`config.mk`:
```
export PLATFORM = sky130hd
export DESIGN_NAME = radius_ctrl
export DESIGN_NICKNAME = d
export VERILOG_FILES = /design/src/rtl/radius_pkg.sv /design/src/rtl/btn_repeat.sv /design/src/rtl/radius_ctrl.sv
export SDC_FILE = /design/constraint.sdc
export NUM_CORES = 1
export LEC_CHECK = 0
export CORE_AREA = 5 5 81 83
export CTS_CLUSTER_DIAMETER = 60
export DETAILED_ROUTE_END_ITERATION = 12
export DIE_AREA = 0 0 86 88
export DONT_BUFFER_PORTS = 1
export GPL_ROUTABILITY_DRIVEN = 0
export GPL_TIMING_DRIVEN = 0
export PLACE_DENSITY = 0.56
export SLEW_MARGIN = 20
export SYNTH_ARGS = -nofsm -noshare
export SYNTH_HDL_FRONTEND = slang
export SYNTH_SLANG_ARGS = --single-unit
export TNS_END_PERCENT = 20
```
`constraint.sdc`:
```
create_clock -name clk -period 3.5 [get_ports clk]
set_clock_uncertainty 0.2 [all_clocks]
set_input_delay 1.05 -clock clk [delete_from_list [all_inputs] [get_ports clk]]
set_output_delay 1.05 -clock clk [all_outputs]
set_load 0.01 [all_outputs]
```
`src/rtl/radius_pkg.sv`:
```
// rtl/radius_pkg.sv - shared types and requester indices for the radius controller
package radius_pkg;
    typedef enum logic {IDLE, RAMP} state_t;

    localparam int NREQ      = 4;
    localparam int REQ_EAT   = 0;
    localparam int REQ_PLUS  = 1;
    localparam int REQ_MINUS = 2;
    localparam int REQ_DECAY = 3;

    typedef enum logic {DIR_GROW, DIR_SHRINK} dir_t;
endpackage

```
`src/rtl/btn_repeat.sv`:
```
// rtl/btn_repeat.sv - button edge detect with auto-repeat while held
module btn_repeat #(
    parameter int REPEAT_CYC = 8
) (
    input  logic clk,
    input  logic rst_n,
    input  logic btn,
    input  logic inhibit,
    output logic req
);
    localparam int CW = $clog2(REPEAT_CYC + 1);

    logic          btn_q;
    logic [CW-1:0] cnt;
    logic          active;

    // cnt counts held cycles since the last request; it wraps to 1 so repeats land every REPEAT_CYC
    assign active = btn & ~inhibit;
    assign req    = active & (~btn_q | (cnt == CW'(REPEAT_CYC)));

    always_ff @(posedge clk or negedge rst_n) begin
        if (!rst_n) begin
            btn_q <= 1'b0;
            cnt   <= '0;
        end else begin
            btn_q <= btn;
            if (!active)
                cnt <= '0;
            else if (cnt == CW'(REPEAT_CYC))
                cnt <= CW'(1);
            else
                cnt <= cnt + 1'b1;
        end
    end
endmodule

```
`src/rtl/radius_ctrl.sv`:
```
// rtl/radius_ctrl.sv - arbitrates radius change requests and ramps r one unit per tick
module radius_ctrl
    import radius_pkg::*;
#(
    parameter int W          = 6,
    parameter int R_INIT     = 25,
    parameter int R_MIN      = 5,
    parameter int R_MAX      = 55,
    parameter int STEP       = 5,
    parameter int REPEAT_CYC = 8
) (
    input  logic         clk,
    input  logic         rst_n,
    input  logic         tick,
    input  logic         btn_plus,
    input  logic         btn_minus,
    input  logic         eat_evt,
    input  logic         decay_evt,
    output logic [W-1:0] r,
    output logic         busy,
    output logic         at_max,
    output logic         at_min
);
    logic            plus_req, minus_req;
    logic [NREQ-1:0] pending, new_req, grant;
    state_t          state;
    dir_t            gdir;
    logic [W-1:0]    target, tgt_next, r_step;
    logic [W:0]      grow_sum;

    btn_repeat #(.REPEAT_CYC(REPEAT_CYC)) u_plus (
        .clk(clk), .rst_n(rst_n), .btn(btn_plus), .inhibit(btn_minus), .req(plus_req)
    );
    btn_repeat #(.REPEAT_CYC(REPEAT_CYC)) u_minus (
        .clk(clk), .rst_n(rst_n), .btn(btn_minus), .inhibit(btn_plus), .req(minus_req)
    );

    always_comb begin
        new_req            = '0;
        new_req[REQ_EAT]   = eat_evt;
        new_req[REQ_PLUS]  = plus_req;
        new_req[REQ_MINUS] = minus_req;
        new_req[REQ_DECAY] = decay_evt;

        grant = '0;
        if (state == IDLE) begin
            if (pending[REQ_EAT])        grant[REQ_EAT]   = 1'b1;
            else if (pending[REQ_PLUS])  grant[REQ_PLUS]  = 1'b1;
            else if (pending[REQ_MINUS]) grant[REQ_MINUS] = 1'b1;
            else if (pending[REQ_DECAY]) grant[REQ_DECAY] = 1'b1;
        end

        gdir     = (grant[REQ_EAT] | grant[REQ_PLUS]) ? DIR_GROW : DIR_SHRINK;
        // extra bit keeps r+STEP from wrapping before the clamp
        grow_sum = {1'b0, r} + (W+1)'(STEP);
        if (gdir == DIR_GROW)
            tgt_next = (grow_sum > (W+1)'(R_MAX)) ? W'(R_MAX) : grow_sum[W-1:0];
        else
            tgt_next = ({1'b0, r} < (W+1)'(R_MIN + STEP)) ? W'(R_MIN) : r - W'(STEP);

        r_step = (r < target) ? r + 1'b1 : r - 1'b1;
    end

    always_ff @(posedge clk or negedge rst_n) begin
        if (!rst_n) begin
            r       <= W'(R_INIT);
            target  <= W'(R_INIT);
            pending <= '0;
            state   <= IDLE;
            busy    <= 1'b0;
        end else begin
            pending <= (pending | new_req) & ~grant;
            case (state)
                IDLE: begin
                    if (|grant) begin
                        target <= tgt_next;
                        if (tgt_next != r) begin
                            state <= RAMP;
                            busy  <= 1'b1;
                        end
                    end
                end
                RAMP: begin
                    if (tick) begin
                        r <= r_step;
                        if (r_step == target) begin
                            state <= IDLE;
                            busy  <= 1'b0;
                        end
                    end
                end
            endcase
        end
    end

    assign at_max = (r == W'(R_MAX));
    assign at_min = (r == W'(R_MIN));
endmodule

```
# Yosys cells after proc, flatten, opt, wreduce, memory -nomap -nowiden
# Cells that the tools add are included.
dict set report totals {
  regBits 28
  input_bits 7
  output_inout_bits 9
  elab_cells 73
}
dict set report classes {
  n_addsub 6
  order_cmp 3
  eq_ne 10
  muxes 26
  bitwise_logic 15
  reduce_logical 4
}
# op n
set op_table {}
lappend op_table {{$mux W6} 4}
lappend op_table {{$mux W4} 5}
lappend op_table {{$mux W1} 13}
lappend op_table {{$add A4 B1 Y4 const B} 2}
lappend op_table {{$eq A4 B4 Y1 const B} 2}
lappend op_table {{$add A6 B3 Y7 const B} 1}
lappend op_table {{$gt A7 B6 Y1 const B} 1}
lappend op_table {{$add A6 B1 Y6 const B} 1}
lappend op_table {{$eq A6 B3 Y1 const B} 1}
lappend op_table {{$eq A6 B6 Y1} 1}
lappend op_table {{$eq A6 B6 Y1 const B} 1}
lappend op_table {{$lt A6 B4 Y1 const B} 1}
lappend op_table {{$lt A6 B6 Y1} 1}
lappend op_table {{$ne A2 B1 Y1 const B} 3}
lappend op_table {{$ne A6 B6 Y1} 1}
lappend op_table {{$sub A6 B1 Y6 const B} 1}
lappend op_table {{$sub A6 B3 Y6 const B} 1}
lappend op_table {{$not A1 Y1} 5}
lappend op_table {{$and A1 B1 Y1} 4}
lappend op_table {{$and A4 B4 Y4} 1}
lappend op_table {{$not A4 Y4} 1}
lappend op_table {{$or A4 B4 Y4} 1}
lappend op_table {{$pmux W1 S2} 2}
lappend op_table {{$reduce_and A2 Y1} 2}
lappend op_table {{other kinds (6)} 8}

# Logic depth before layout (Yosys ltp)
# Gate-level depths: netlist of the first run.
dict set report depth {
  ltp_word 11
  ltp_mapped 14
  mapped_depth_nobuf 13
}

# Cells and area by module
# From an unflattened synthesis of the first run, not the netlist that was laid out.
dict set report hier_totals {
  cells_unflattened 227
  hier_area_um2 2085.8
}
# mod n_inst cells_each area_each_um2 seq_area_each_um2
set by_module_without_submodules {}
lappend by_module_without_submodules {radius_ctrl 1 181 1600.3 457.9}
lappend by_module_without_submodules {btn_repeat 2 23 242.7 125.1}

# Worst setup path before layout of the first run
# No wires, ideal clock.
dict set report synth_timing {
  path_type {reg-to-reg}
  start {register r[0]}
  end {register state}
  setup_time_ns 0.127
  t_arrival_ns 3.257
  required_time_ns 3.173
  path_slack_ns -0.084
  stages_incl_launch_ff 15
  n_path_buf 1
  period_less_slack_ns 3.584
  cell_sequence {dfstp_2 buf_4 inv_1 ha_1 nor2b_1 o211ai_1 a21oi_1 ha_1 and3b_1 a2111oi_2 o311ai_1 xnor3_1 nand4_1 a32oi_1 nand2_1}
}
dict set report synth_between {
  elab_chain_cells 8
  elab_cells_between_ends 18
  classes_between {4 x add/sub; 3 x order compare; 2 x eq/ne; 9 x mux}
}
# item line_no
set synth_lines {}
lappend synth_lines {{start, declared} radius_ctrl.sv:19} ;# output logic [W-1:0] r,
lappend synth_lines {{start signal, assigned} radius_ctrl.sv:66} ;# r <= W'(R_INIT);
lappend synth_lines {{start signal, assigned} radius_ctrl.sv:85} ;# r <= r_step;
lappend synth_lines {{$add A6 B3 Y7 *} radius_ctrl.sv:55} ;# grow_sum = {1'b0, r} + (W+1)'(STEP);
lappend synth_lines {{via grow_sum[0]} radius_ctrl.sv:29} ;# logic [W:0] grow_sum;
lappend synth_lines {{$gt A7 B6 Y1} radius_ctrl.sv:57} ;# tgt_next = (grow_sum > (W+1)'(R_MAX)) ? W'(R_MAX) : grow_sum[W-1:0];
lappend synth_lines {{$mux W6 *} radius_ctrl.sv:57}
lappend synth_lines {{$mux W6 *} radius_ctrl.sv:56} ;# if (gdir == DIR_GROW)
lappend synth_lines {{$ne A6 B6 Y1 *} radius_ctrl.sv:77} ;# if (tgt_next != r) begin
lappend synth_lines {{$mux W1 *} radius_ctrl.sv:77}
lappend synth_lines {{$mux W1 *} radius_ctrl.sv:75} ;# if (|grant) begin
lappend synth_lines {{$pmux W1 S2 *} radius_ctrl.sv:73} ;# case (state)
lappend synth_lines {{end signal, assigned} radius_ctrl.sv:69} ;# state <= IDLE;
lappend synth_lines {{end signal, assigned} radius_ctrl.sv:78} ;# state <= RAMP;
lappend synth_lines {{end signal, assigned} radius_ctrl.sv:87} ;# state <= IDLE;
lappend synth_lines {{end, declared} radius_ctrl.sv:26} ;# state_t state;
# Mark *: on every way through the listed nets, which the timed path passes. The rest lies on a longest branch.
# A chain may end at the register's enable or synchronous reset.

# Worst setup path after layout of the first run
dict set report layout_timing {
  start {register r[3]}
  end {register state}
}
dict set report layout_between {
  elab_chain_cells 8
  elab_cells_between_ends 18
  classes_between {4 x add/sub; 3 x order compare; 2 x eq/ne; 9 x mux}
}
# item line_no
set layout_lines {}
lappend layout_lines {{$add A6 B3 Y7} radius_ctrl.sv:55}
lappend layout_lines {{$gt A7 B6 Y1} radius_ctrl.sv:57}
lappend layout_lines {{$mux W6} radius_ctrl.sv:57}
lappend layout_lines {{$mux W6} radius_ctrl.sv:56}
lappend layout_lines {{$ne A6 B6 Y1} radius_ctrl.sv:77}
lappend layout_lines {{$mux W1} radius_ctrl.sv:77}
lappend layout_lines {{$mux W1} radius_ctrl.sv:75}
lappend layout_lines {{$pmux W1 S2 *} radius_ctrl.sv:73}
# Mark *: on every way between the ends. The rest lies on a longest branch, timed or not.

==> results.yml, run 1 <==
run_status:
  run_status: "finished, violations left"
  violations: "negative setup slack"
worst_setup_path:
  critPathMaxStageDelay_ns: 0.66
  crit_buf_inv: 1
  cp_slowest_cell: "dfstp_2"
  cp_data_required_time_ns: 3.47
  endpoint_kind: "register"
  path_common_cell: "a2111oi_4"
  crit_arrival_ns: 3.49
  crit_type: "register to register"
  ff2ff_setup_slack_ns: -0.01
  path_cells: "ha_1 -> a2111oi_4 -> a21oi_4 -> buf_12 -> ha_4 -> nor4b_2 -> a2111oi_4 -> o311ai_4 -> xnor3_1 -> nand4_1 -> a32oi_1 -> nand2_1"
  cp-start-kind: "register"
  crit_family: "compound AO/OA/AOI/OAI gates"
  worst-path-max-fanout: 6
run:
  maxCapViolCount: 0
synth:
  syn-instance-count: 256
  yosysUniqueCellTypes: 59
  syn-cell-area_sq_um: 2241
  synth-async-reset-ratio_pct: 100.0
  syn_area_per_cell_sq_um: 8.754
  ys_ff_latch: 28
  synth-seq-area-share_pct: 31.60
  syn_nets: 283
  synth_warnings: 0
  synth_edf_count: 0
  synthFlopType: "dfrtp_1"
sta:
  hold_violations: 0
  rsz0062_at_grt: "true"
  worst_slack_ns: -0.01459
  fin_setup_tns_ns: -0.01459
  min_period_ns: 3.515
  tightest_slew_ns: 0.5534
  max-slew-margin-rel_pct: 62.97
  fmax_mhz: 284.5
  finalCritPeriodShare_pct: 100.4
  finalSetupViolCount: 1
  slew_violations: 0
cts:
  cts.sinks: 28
  cts_root_buf: "clkbuf_8"
  cts_buffers: 3
  clkLatencyLatePin_ns: 0.28
  holdBufCountCts: 0
  htree_levels: 1
  cts_tree: "built"
  cts.clk_slew.worst_paths_ns: 0.10
  clockBufferDepth: 2
floorplan:
  die_x_um: 86
  die_y_um: 88
  die-area_sq_um: 7568
  core_area_sq_um: 5781
  initial_utilization_pct: 38.77
  row_count: 28
  io_pins: 16
finish:
  area_delta_synth_final_pct: 15.24
  fillerInstances: 595
  nNetsFinal: 295
  n_antenna_cell: 0
  postLayoutCellArea_sq_um: 2582
  drive_gt1_share_pct: 19.85
  final_common_cell: "nor2_1"
  final_cell_mix: "24 x nor2_1, 22 x dfrtp_1, 19 x a21oi_1"
detailed_routing:
  wl_per_cell_um: 16.41
  wl_um: 5612
  drc: 0
  vias_per_cell: 5.643
  drt_iter0_drc: 165
  drtPass1Iterations: 4
  vias: 1930
  ant_nets: 0
hold_path:
  worstHoldPathType: "primary input to async pin"
grt:
  grt_max_degree: 29
  grt-ovfl-total: 0
  grt_pass1_vias: 1921
  track_usage_pct: 15.53
  grt_antenna_before_repair: 0
  grt_pass1_wl_um: 9356
placement:
  placed_area_sq_um: 2338
  portBuffers: 0
  place_hpwl_um: 3959
## flip-flops by register name, indices dropped and copies added (netlist names)
register,count
u_plus.btn_q,1
u_plus.cnt,4
state,1
r,6
u_minus.cnt,4
target,6
busy,1
u_minus.btn_q,1
pending,4
## through the flow
stage | util (%) | setup slack (ns) | cells | hold slack (ns)
after floorplan | - | 0.08064 | 256 | 0.2406
after detailed placement | 40.45 | -0.5314 | 331 | 0.2716
after CTS | 44.44 | 0.002326 | 341 | 0.2416
after global placement | 40.45 | -0.4999 | 331 | 0.2714
final | 44.68 | -0.01459 | 342 | 0.2469
after global routing | 44.68 | -0.1602 | 342 | 0.2271
## area by class of cell
cell class              instances  area (sq um)  share of cell area, %
multi-input cells             198          1529                  59.21
flip-flops and latches         28         708.2                  27.42
well taps                      75         93.84                  3.634
inverters                      18         71.32                  2.762
plain buffers                  12         70.07                  2.713
repair buffers                  7         65.06                  2.519
clock buffers                   4         45.04                  1.744
## cell families (layout without fill, tap and decap cells)
logic type / after synthesis / after routing / share of synthesized area (%)
AO/OA/AOI/OAI: 74 / 74 / 23.17
buffers and inverters: 30 / 41 / 5.973
flip-flops: 28 / 28 / 31.60
adder cells (fa/ha/maj): 20 / 20 / 11.50
multiplexers: 4 / 4 / 2.010
AND/OR/NAND/NOR: 88 / 88 / 20.44
XOR/XNOR: 12 / 12 / 5.305
## worst reg2reg max path: stages, from the launching register on
cell	delay, ns
dfstp_2	0.66
ha_1	0.31
a2111oi_4	0.36
a21oi_4	0.10
buf_12	0.16
ha_4	0.30
nor4b_2	0.06
a2111oi_4	0.38
o311ai_4	0.17
xnor3_1	0.25
nand4_1	0.17
a32oi_1	0.20
nand2_1	0.08
## cells in the mapped netlist (all sizes together), types with 2 or more instances
library cell,number,area share (%)
or2,3,0.84
o311a,2,0.89
a31oi,2,0.56
nand3b,4,1.3
o41ai,2,0.78
buf,8,2.3
nand4,2,0.56
nor4b,3,1.2
inv,18,3.0
nor2,25,4.3
xor2,2,0.78
clkbuf,4,0.67
nand2,19,3.5
o21a,3,1.0
nor2b,3,0.84
mux2,4,2.0
dfstp,6,7.0
o31ai,3,1.0
a21oi,23,5.5
o211ai,3,1.0
o21ai,14,3.3
nor3,6,1.3
nand2b,8,2.2
a21o,3,1.0
o311ai,4,1.6
dfrtp,22,25
xnor2,9,3.5
nand3,7,1.6
nand4b,2,0.78
ha,19,11
a2111oi,3,1.5
o22ai,2,0.84
nor4,2,0.56
## final timing paths
kind                                            from                    to  depth (start not counted)
worst max register to register      r[3]$_DFFE_PN1P_       state$_DFF_PN0_                         12
max in group asynchronous                      rst_n      r[0]$_DFFE_PN1P_                          0
worst min-delay path                           rst_n  pending[3]$_DFF_PN0_                          0
worst min register to register  pending[3]$_DFF_PN0_  pending[3]$_DFF_PN0_                          1
min in group clk                pending[3]$_DFF_PN0_  pending[3]$_DFF_PN0_                          1
worst max-delay path                r[3]$_DFFE_PN1P_       state$_DFF_PN0_                         12
## layer usage
| layer | vias to the layer above | part of all wire, % | global-route usage [%] | routed length (um) |
|---|---|---|---|---|
| li1 | 946 | - | - | - |
| met3 | 4 | 4.7 | 3.010 | 262 |
| met1 | 934 | 45 | 20.00 | 2543 |
| met2 | 46 | 49 | 26.63 | 2765 |
| met4 | 0 | 0.71 | 4.173 | 40 |
| met5 | - | 0 | 0 | 0 |
## repair_timing
action / 4_1_cts / 5_1_grt
gates resized for setup: 21 / 1
cloned: 0 / 0
endpoints found under the setup margin: 3 / 2
pin swaps: 7 / 3
buffers inserted: 6 / 1
Power of run 1 is left out: the tool's default activity adds up to more than one toggle a clock period on the data nets, which glitch-free logic cannot reach.
==> run 2, diff against run 1 <==
--- a/config.mk
+++ b/config.mk
@@ -13,6 +13,7 @@
 export GPL_ROUTABILITY_DRIVEN = 0
 export GPL_TIMING_DRIVEN = 0
 export PLACE_DENSITY = 0.56
+export RECOVER_POWER = 100
 export SLEW_MARGIN = 20
 export SYNTH_ARGS = -nofsm -noshare
 export SYNTH_HDL_FRONTEND = slang
==> results.yml, run 2 (same netlist as run 1, synthesis figures left out) <==
run_status:
  run_status: "finished, violations left"
  violations: "negative setup slack"
worst_setup_path:
  critPathMaxStageDelay_ns: 0.66
  crit_type: "register to register"
  cp_slowest_cell: "dfstp_2"
  crit_arrival_ns: 3.48
  path_cells: "ha_1 -> a2111oi_4 -> a21oi_4 -> buf_12 -> ha_4 -> nor4b_2 -> a2111oi_4 -> o311ai_4 -> xnor3_1 -> nand4_1 -> a32oi_1 -> nand2_1"
  r2r-start: "r[3]$_DFFE_PN1P_"
  cp-start-kind: "register"
  reg2reg_depth: 12
  cp_data_required_time_ns: 3.47
  reg2reg_to: "state$_DFF_PN0_"
  ff2ff_setup_slack_ns: -0.01
  endpoint_kind: "register"
  worst-path-max-fanout: 6
  path_common_cell: "a2111oi_4"
cts:
  clkLatencyLatePin_ns: 0.28
  cts_tree: "built"
  cts.clk_slew.worst_paths_ns: 0.10
  cts_buffers: 3
  clockBufferDepth: 2
  cts.sinks: 28
  htree_levels: 1
  cts_root_buf: "clkbuf_8"
detailed_routing:
  vias_per_cell: 5.594
  vias: 1913
  wl_per_cell_um: 16.40
  ant_nets: 0
  drtPass1Iterations: 4
  drc: 0
  wl_met3_um: 262
  met1_length_um: 2546
  wl_um: 5608
  drt_iter0_drc: 168
  dr.max_layer_used: "met4"
  dr_wl_met2_um: 2771
grt:
  grt-ovfl-total: 0
  grt_antenna_before_repair: 0
  grt_pass1_vias: 1921
  grt_pass1_wl_um: 9356
  grt_max_degree: 29
  track_usage_pct: 15.53
sta:
  worst_slack_ns: -0.01422
  tightest_slew_ns: 0.5534
  rsz0062_at_grt: "true"
  slew_violations: 0
  max-slew-margin-rel_pct: 62.97
  hold_violations: 0
  min_period_ns: 3.514
  finalCritPeriodShare_pct: 100.4
  fmax_mhz: 284.6
  finalSetupViolCount: 1
  fin_setup_tns_ns: -0.01422
floorplan:
  die-area_sq_um: 7568
  die_y_um: 88
  initial_utilization_pct: 38.77
  core_area_sq_um: 5781
  io_pins: 16
  row_count: 28
  die_x_um: 86
finish:
  n_antenna_cell: 0
  postLayoutCoreUtil_pct: 44.61
  final_common_cell: "nor2_1"
  top_regs: "r (6), target (6)"
  final_cell_mix: "24 x nor2_1, 22 x dfrtp_1, 19 x a21oi_1"
  drive_gt1_share_pct: 19.48
  area_delta_synth_final_pct: 15.08
  nNetsFinal: 295
  finalNonFillerCells: 342
placement:
  dp_slack_ns: -0.5314
  portBuffers: 0
  place_hpwl_um: 3959
  place_inst: 331
run:
  maxCapViolCount: 0
hold_path:
  worstHoldPathType: "primary input to async pin"
[run 2: cell types whose count changed in the layout (fill, tap and decap cells not counted)]
| cell | change |
|---|---|
| buf_4 | -1 |
| clkbuf_1 | +1 |
[run 2: area by class of cell]
| cell class | count | area (sq um) |
|---|---|---|
| Clock buffer | 4 | 45.04 |
| Sequential cell | 28 | 708.2 |
| Tap cell | 75 | 93.84 |
| Buffer | 12 | 66.31 |
| Inverter | 18 | 71.32 |
| Fill cell | 594 | 3202 |
| Timing Repair Buffer | 7 | 65.06 |
| Multi-Input combinational cell | 198 | 1529 |
[run 2: layer usage]
| layer | up-vias | track usage, % |
|---|---|---|
| met5 | - | 0 |
| met2 | 42 | 26.63 |
| met4 | 0 | 4.173 |
| met3 | 2 | 3.010 |
| li1 | 947 | - |
| met1 | 922 | 20.00 |
[run 2: how the worst max path moves through the flow]
stage	start	end	slack (ns)
after global routing	r[0]$_DFFE_PN1P_	state$_DFF_PN0_	-0.16
after global placement	r[0]$_DFFE_PN1P_	state$_DFF_PN0_	-0.50
after CTS	r[0]$_DFFE_PN1P_	state$_DFF_PN0_	0.002
after detailed placement	r[0]$_DFFE_PN1P_	state$_DFF_PN0_	-0.53
final	r[3]$_DFFE_PN1P_	state$_DFF_PN0_	-0.01
after floorplan	r[0]$_DFFE_PN1P_	state$_DFF_PN0_	0.08
[run 2: what timing repair did]
item	CTS	global route
endpoints found under the hold margin	0	0
gates resized for setup	21	1
hold buffers	0	0
setup buffers	6	1
pin swaps	7	3
endpoints found under the setup margin	3	2
[run 2: stage by stage]
stage	hold WS, ns	cell area (sq um)
finish	0.2474	2579
global route	0.2271	2579
CTS	0.2416	2569
detailed placement	0.2716	2338
global placement	0.2714	2338
floorplan	0.2406	2245
[run 2: worst max-delay path, delay by kind of cell (launching register included)]
family | cells | cell delay, ns
AOI/OAI and AO/OA | 5 | 1.21
adders and majority gates | 2 | 0.60
and+or+nand+nor | 3 | 0.31
xor gates and xnor gates | 1 | 0.25
DFF | 1 | 0.66
buffers and inverters | 1 | 0.16
Power of run 2 is left out for the same reason.
